<file path="src/rtl/asp_sed_pkg.sv">
// Shared types and helpers for the soft-error detector: FSM states, opcode constants and the
// even-parity check used on the stage-1 tap.
package asp_sed_pkg;

  typedef enum logic [1:0] {
    StIdle  = 2'd0,
    StFlush = 2'd1,
    StAlarm = 2'd2
  } sed_state_e;

  localparam logic [1:0] OPC_NOP = 2'b00;

  // Widest data word the parity helper accepts; narrower words are zero-extended by the caller.
  localparam int unsigned MaxDataW = 256;

  function automatic logic parity_bad(input logic [MaxDataW-1:0] data, input logic parity);
    return ^{data, parity};
  endfunction

endpackage

</file>
<file path="src/rtl/sed_sat_counter.sv">
// Saturating up-counter with synchronous clear; clear wins over increment.
module sed_sat_counter #(
  parameter int unsigned Width = 8
) (
  input  logic             clk_i,
  input  logic             rst_ni,
  input  logic             inc_i,
  input  logic             clr_i,
  output logic [Width-1:0] count_o,
  output logic [Width-1:0] count_next_o
);

  logic [Width-1:0] count_d, count_q;

  always_comb begin
    count_d = count_q;
    if (clr_i) begin
      count_d = '0;
    end else if (inc_i && (count_q != {Width{1'b1}})) begin
      count_d = count_q + 1'b1;
    end
  end

  always_ff @(posedge clk_i or negedge rst_ni) begin
    if (!rst_ni) begin
      count_q <= '0;
    end else begin
      count_q <= count_d;
    end
  end

  assign count_o      = count_q;
  assign count_next_o = count_d;

endmodule

</file>
<file path="src/rtl/soft_error_detector.sv">
// Parity checker at the stage-1 tap: flags soft errors, requests flushes and raises a held alarm.
// Define SED_ERR_LOG_EN to add a capture log of the first erroneous word.
module soft_error_detector
  import asp_sed_pkg::*;
#(
  parameter int unsigned data_size  = 32,
  parameter int unsigned tag_size   = 8,
  parameter int unsigned cnt_size   = 8,
  parameter int unsigned err_thresh = 4
) (
  input  logic                 clk,
  input  logic                 reset,
  input  logic                 chk_valid_in,
  input  logic [1:0]           opcode_in,
  input  logic [data_size-1:0] data_in,
  input  logic                 parity_in,
  input  logic [tag_size-1:0]  tag_in,
  input  logic                 alarm_ack_in,
  output logic                 err_flag_out,
  output logic                 flush_out,
  output logic                 alarm_out,
  output logic [cnt_size-1:0]  err_count_out,
  output logic                 busy_out
`ifdef SED_ERR_LOG_EN
  ,
  output logic                 log_valid_out,
  output logic [data_size-1:0] log_data_out,
  output logic [tag_size-1:0]  log_tag_out,
  output logic [1:0]           log_opcode_out
`endif
);

  localparam logic [cnt_size-1:0] Thresh = cnt_size'(err_thresh);

  sed_state_e state_d, state_q;
  logic err, ack_acc;
  logic flush_d;
  logic err_flag_q, flush_q, alarm_q, busy_q;
  logic [cnt_size-1:0] count_next;

  assign err = chk_valid_in && (opcode_in != OPC_NOP) &&
               parity_bad(MaxDataW'(data_in), parity_in);
  assign ack_acc = (state_q == StAlarm) && alarm_ack_in;

  sed_sat_counter #(
    .Width(cnt_size)
  ) u_counter (
    .clk_i       (clk),
    .rst_ni      (reset),
    .inc_i       (err),
    .clr_i       (ack_acc),
    .count_o     (err_count_out),
    .count_next_o(count_next)
  );

  always_comb begin
    state_d = state_q;
    flush_d = 1'b0;
    case (state_q)
      StIdle: begin
        if (err) begin
          state_d = StFlush;
          flush_d = 1'b1;
        end
      end
      // Decide on the count including any error landing during the flush cycle itself.
      StFlush: state_d = (count_next >= Thresh) ? StAlarm : StIdle;
      StAlarm: begin
        if (alarm_ack_in) state_d = StIdle;
      end
      default: state_d = StIdle;
    endcase
  end

  always_ff @(posedge clk or negedge reset) begin
    if (!reset) begin
      state_q    <= StIdle;
      err_flag_q <= 1'b0;
      flush_q    <= 1'b0;
      alarm_q    <= 1'b0;
      busy_q     <= 1'b0;
    end else begin
      state_q    <= state_d;
      err_flag_q <= err;
      flush_q    <= flush_d;
      alarm_q    <= (state_d == StAlarm);
      busy_q     <= (state_d != StIdle);
    end
  end

  assign err_flag_out = err_flag_q;
  assign flush_out    = flush_q;
  assign alarm_out    = alarm_q;
  assign busy_out     = busy_q;

`ifdef SED_ERR_LOG_EN
  logic                 log_valid_q;
  logic [data_size-1:0] log_data_q;
  logic [tag_size-1:0]  log_tag_q;
  logic [1:0]           log_opcode_q;

  always_ff @(posedge clk or negedge reset) begin
    if (!reset) begin
      log_valid_q  <= 1'b0;
      log_data_q   <= '0;
      log_tag_q    <= '0;
      log_opcode_q <= '0;
    end else if (ack_acc) begin
      log_valid_q <= 1'b0;
    end else if (err && !log_valid_q) begin
      log_valid_q  <= 1'b1;
      log_data_q   <= data_in;
      log_tag_q    <= tag_in;
      log_opcode_q <= opcode_in;
    end
  end

  assign log_valid_out  = log_valid_q;
  assign log_data_out   = log_data_q;
  assign log_tag_out    = log_tag_q;
  assign log_opcode_out = log_opcode_q;
`else
  logic unused_tag;
  assign unused_tag = ^tag_in;
`endif

endmodule

</file>
<file path="config.mk">
export PLATFORM = sky130hd
export DESIGN_NAME = soft_error_detector
export DESIGN_NICKNAME = d
export VERILOG_FILES = /design/src/rtl/asp_sed_pkg.sv /design/src/rtl/sed_sat_counter.sv /design/src/rtl/soft_error_detector.sv
export SDC_FILE = /design/constraint.sdc
export NUM_CORES = 1
export LEC_CHECK = 0
export ABC_AREA = 1
export BUFFER_PORTS_ARGS = -buffer_cell sky130_fd_sc_hd__buf_4
export CORE_ASPECT_RATIO = 1.75
export CORE_MARGIN = 8
export CORE_UTILIZATION = 35
export DETAILED_ROUTE_END_ITERATION = 7
export PLACE_DENSITY = 0.69
export REMOVE_ABC_BUFFERS = 1
export SETUP_SLACK_MARGIN = 0.2
export SYNTH_ARGS = -nofsm -noshare
export SYNTH_HDL_FRONTEND = slang
export SYNTH_SLANG_ARGS = --single-unit
</file>
<file path="constraint.sdc">
create_clock -name clk -period 6.5 [get_ports clk]
set_clock_uncertainty 0.15 [all_clocks]
set_input_delay 0.325 -clock clk [delete_from_list [all_inputs] [get_ports clk]]
set_output_delay 0.325 -clock clk [all_outputs]
set_load 0.02 [all_outputs]
</file>
==> reports/metrics.yaml <==
cts.repair_timing.setup_buffer_count: 0
setup.worst_path.end: "busy_out"
finalInstanceArea_um2: 1890
layout-drive-gt1-share_pct: 20.1
worst_skew_pair.late_latency_ns: 0.24
total_power_mw: 0.496
fin_ws_ns: 4.09
share_of_the_clock_period_used_by_the_worst_path_pct: 37.1
ctsLongestPathBuffers: 2
grt_antenna_before_repair: 0
number_of_warnings_printed_during_yosys_synthesis: 0
die_area_um2: 6410
synth_instances: 245
grtUsageTotal_pct: 9.82
max_slew_margin_pct: 77.0
numCtsBuffers: 3
cts_tree: "done"
routedWlPerCell_um: 9.05
max_clock_freq_mhz: 414
setup_total_negative_slack_ns: 0
synth_cell_type_count: 18
area_delta_synth_final_pct: 34.1
synth.yosys.seq_area_share_pct: 24.8
final_hold_violation_count: 0
grt_pass1_wl_um: 5460
met1_usage_pct: 9.32
fin_crit_ns: 2.41
first_global_vias: 1467
critPathRequiredTime_ns: 6.47
rr_startpoint: "u_counter.count_o[1]"
wirelength_um: 3130
worstMarginPinSlew_ns: 0.342
drc: 0
endpoint_class_of_the_critical_path: "register"
route.antenna.remaining_nets: 0
cts-htree-levels: 1
postSynthRegisterBits: 14
drt_iter0_drc: 81
largest_net_degree_at_the_start_of_global_routing: 15
timing.critical_path.fanout_max: 4
cp_data_arrival_time_ns: 2.39
whs_ns: 0.280
drv_cap: 0
slew_viol_final: 0
use_met2_pct: 20.0
gp_congestion: 0.808
drt_first_pass_iters: 4
crit_start: "u_counter.count_o[1]"
regToRegEndpoint: "busy_out"
worst_r2r_path_depth: 16
gr-max-usage-layer: "met2"
num_vias: 1566
critical_path_class: "register to register"
die_h_um: 100
grt_setup_unrepaired: "no"
fillCellCount: 401
antenna-diode-count: 0
syn-mean-instance-area_um2: 5.77
std_cell_rows: 30
initial_cell_density_of_the_core_pct: 36.5
fin_nets: 347
rrSetupSlack_ns: 4.09
clock_sinks: 14
root_buffer: "clkbuf_8"
vdd_drop_max_v: 0.000177
dpl_worst_slack_ns: 4.08
startpoint_type: "register"
grt_remaining_overflow: 0
setup_viol: 0
hp-class: "input pin to register"
mappedNetlistArea_um2: 1410
dp_hpwl_um: 2800
min-delay-start: "alarm_ack_in"
placement.cell_area_um2: 1830
route.detailed.vias_per_inst: 4.53
dieWidth_um: 64.0
clk_pin_slew_ns: 0.06
leakage_power_of_the_design_nw: 1.18
portBuffers: 50
number_of_top_level_design_ports: 59
run_status: "complete, no violations"
floorplan.core_area_um2: 3870
power_per_cell_area_nw_per_um2: 262
met3_use_gr_pct: 1.67
## placed cells by master (no fill, tap or decap)
master / n
nand2_1: 118
buf_4: 50
inv_1: 37
nand3_1: 21
dfrtp_1: 14
xor2_1: 10
xnor2_1: 10
nor2_1: 9
nand4_1: 7
nor3_1: 5
clkbuf_8: 4
o21ai_0: 3
inv_2: 2
nand2_2: 2
a21oi_1: 2
nand3b_2: 1
nand3_2: 1
ha_1: 1
dlygate4sd3_1: 1
## what timing repair did
action                    in CTS  in global routing
gates resized for setup        0                  0
hold endpoints to repair      14                  0
hold buffers                   1                  0
## state kept, by name, indices dropped and copies added (netlist names)
name / cells
busy_out: 1
err_flag_out: 1
flush_out: 1
state_q: 2
u_counter.count_o: 8
alarm_out: 1
## final cells by class
class                   instances  area (um^2)  area share, %
repair buffers                 51          385           20.3
clock buffers                   4         55.1           2.91
well taps                      48         60.1           3.17
flip-flops and latches         14          350           18.5
inverters                      39          146           7.73
multi-input cells             190          897           47.4
## worst min path at each step
stage                                end  slack [ns]  depth (start not counted)
floorplan                      alarm_out       -0.12                          0
global placement            err_flag_out        0.03                          1
detailed placement             flush_out        0.03                          1
CTS                 u_counter.count_o[1]        0.28                          4
global route        u_counter.count_o[1]        0.33                          4
finish              u_counter.count_o[1]        0.28                          4
## logic make-up (layout without fill, tap and decap cells)
| kind of cell | count (synthesis) | in the layout | synth area share [%] |
|---|---|---|---|
| adder cells (fa/ha/maj) | 1 | 1 | 0.886 |
| AO/OA/AOI/OAI | 5 | 5 | 1.77 |
| AND/OR/NAND/NOR | 164 | 164 | 48.4 |
| flip-flops | 14 | 14 | 24.8 |
| buffers and inverters | 41 | 94 | 11.7 |
| XOR/XNOR | 20 | 20 | 12.4 |
## cells in the mapped netlist
master	instances	area share, %
nand2_1	118	31
inv_1	37	9.8
a21oi_1	2	0.71
xor2_1	10	6.2
nor3_1	5	1.8
inv_2	2	0.53
buf_6	1	0.80
ha_1	1	0.89
nand3b_2	1	0.80
nor2_1	9	2.4
clkbuf_4	1	0.53
o21ai_0	3	1.1
nand3_2	1	0.71
nand3_1	21	7.4
xnor2_1	10	6.2
dfrtp_1	14	25
nand4_1	7	3.1
nand2_2	2	0.89
## power breakdown
group	total [mW]	internal (mW)	switching, mW	leakage, nW
Sequential	0.149	0.120	0.0285	0.186
Combinational	0.265	0.109	0.156	0.969
Clock	0.0821	0.0535	0.0286	0.0288
Total	0.496	0.282	0.213	1.18
## stage by stage
step                      instances  util (%)
final                           346      49.0
after detailed placement        341      47.3
after floorplan                 243         -
after global placement          341      47.3
after CTS                       346      49.0
after global routing            346      49.0
## routing by layer
| metal | part of all wire, % | up-vias |
|---|---|---|
| met5 | 0 | - |
| met4 | 1.2 | 0 |
| met3 | 5.8 | 2 |
| met2 | 55 | 41 |
| met1 | 38 | 672 |
| li1 | - | 851 |
## critical path, cell delays in order (launching register included)
cell,delay (ns)
dfrtp_1,0.38
ha_1,0.20
nand3_1,0.12
nor3_1,0.30
nand3_1,0.21
inv_1,0.14
nor2_1,0.07
inv_1,0.08
nor3_1,0.06
nand3_1,0.08
nand2_1,0.05
nand3_1,0.08
nand2_1,0.05
nor2_1,0.12
nand2_1,0.08
nand2_2,0.08
nand3_2,0.06
Note: power is estimated with default switching activity, not from simulation.
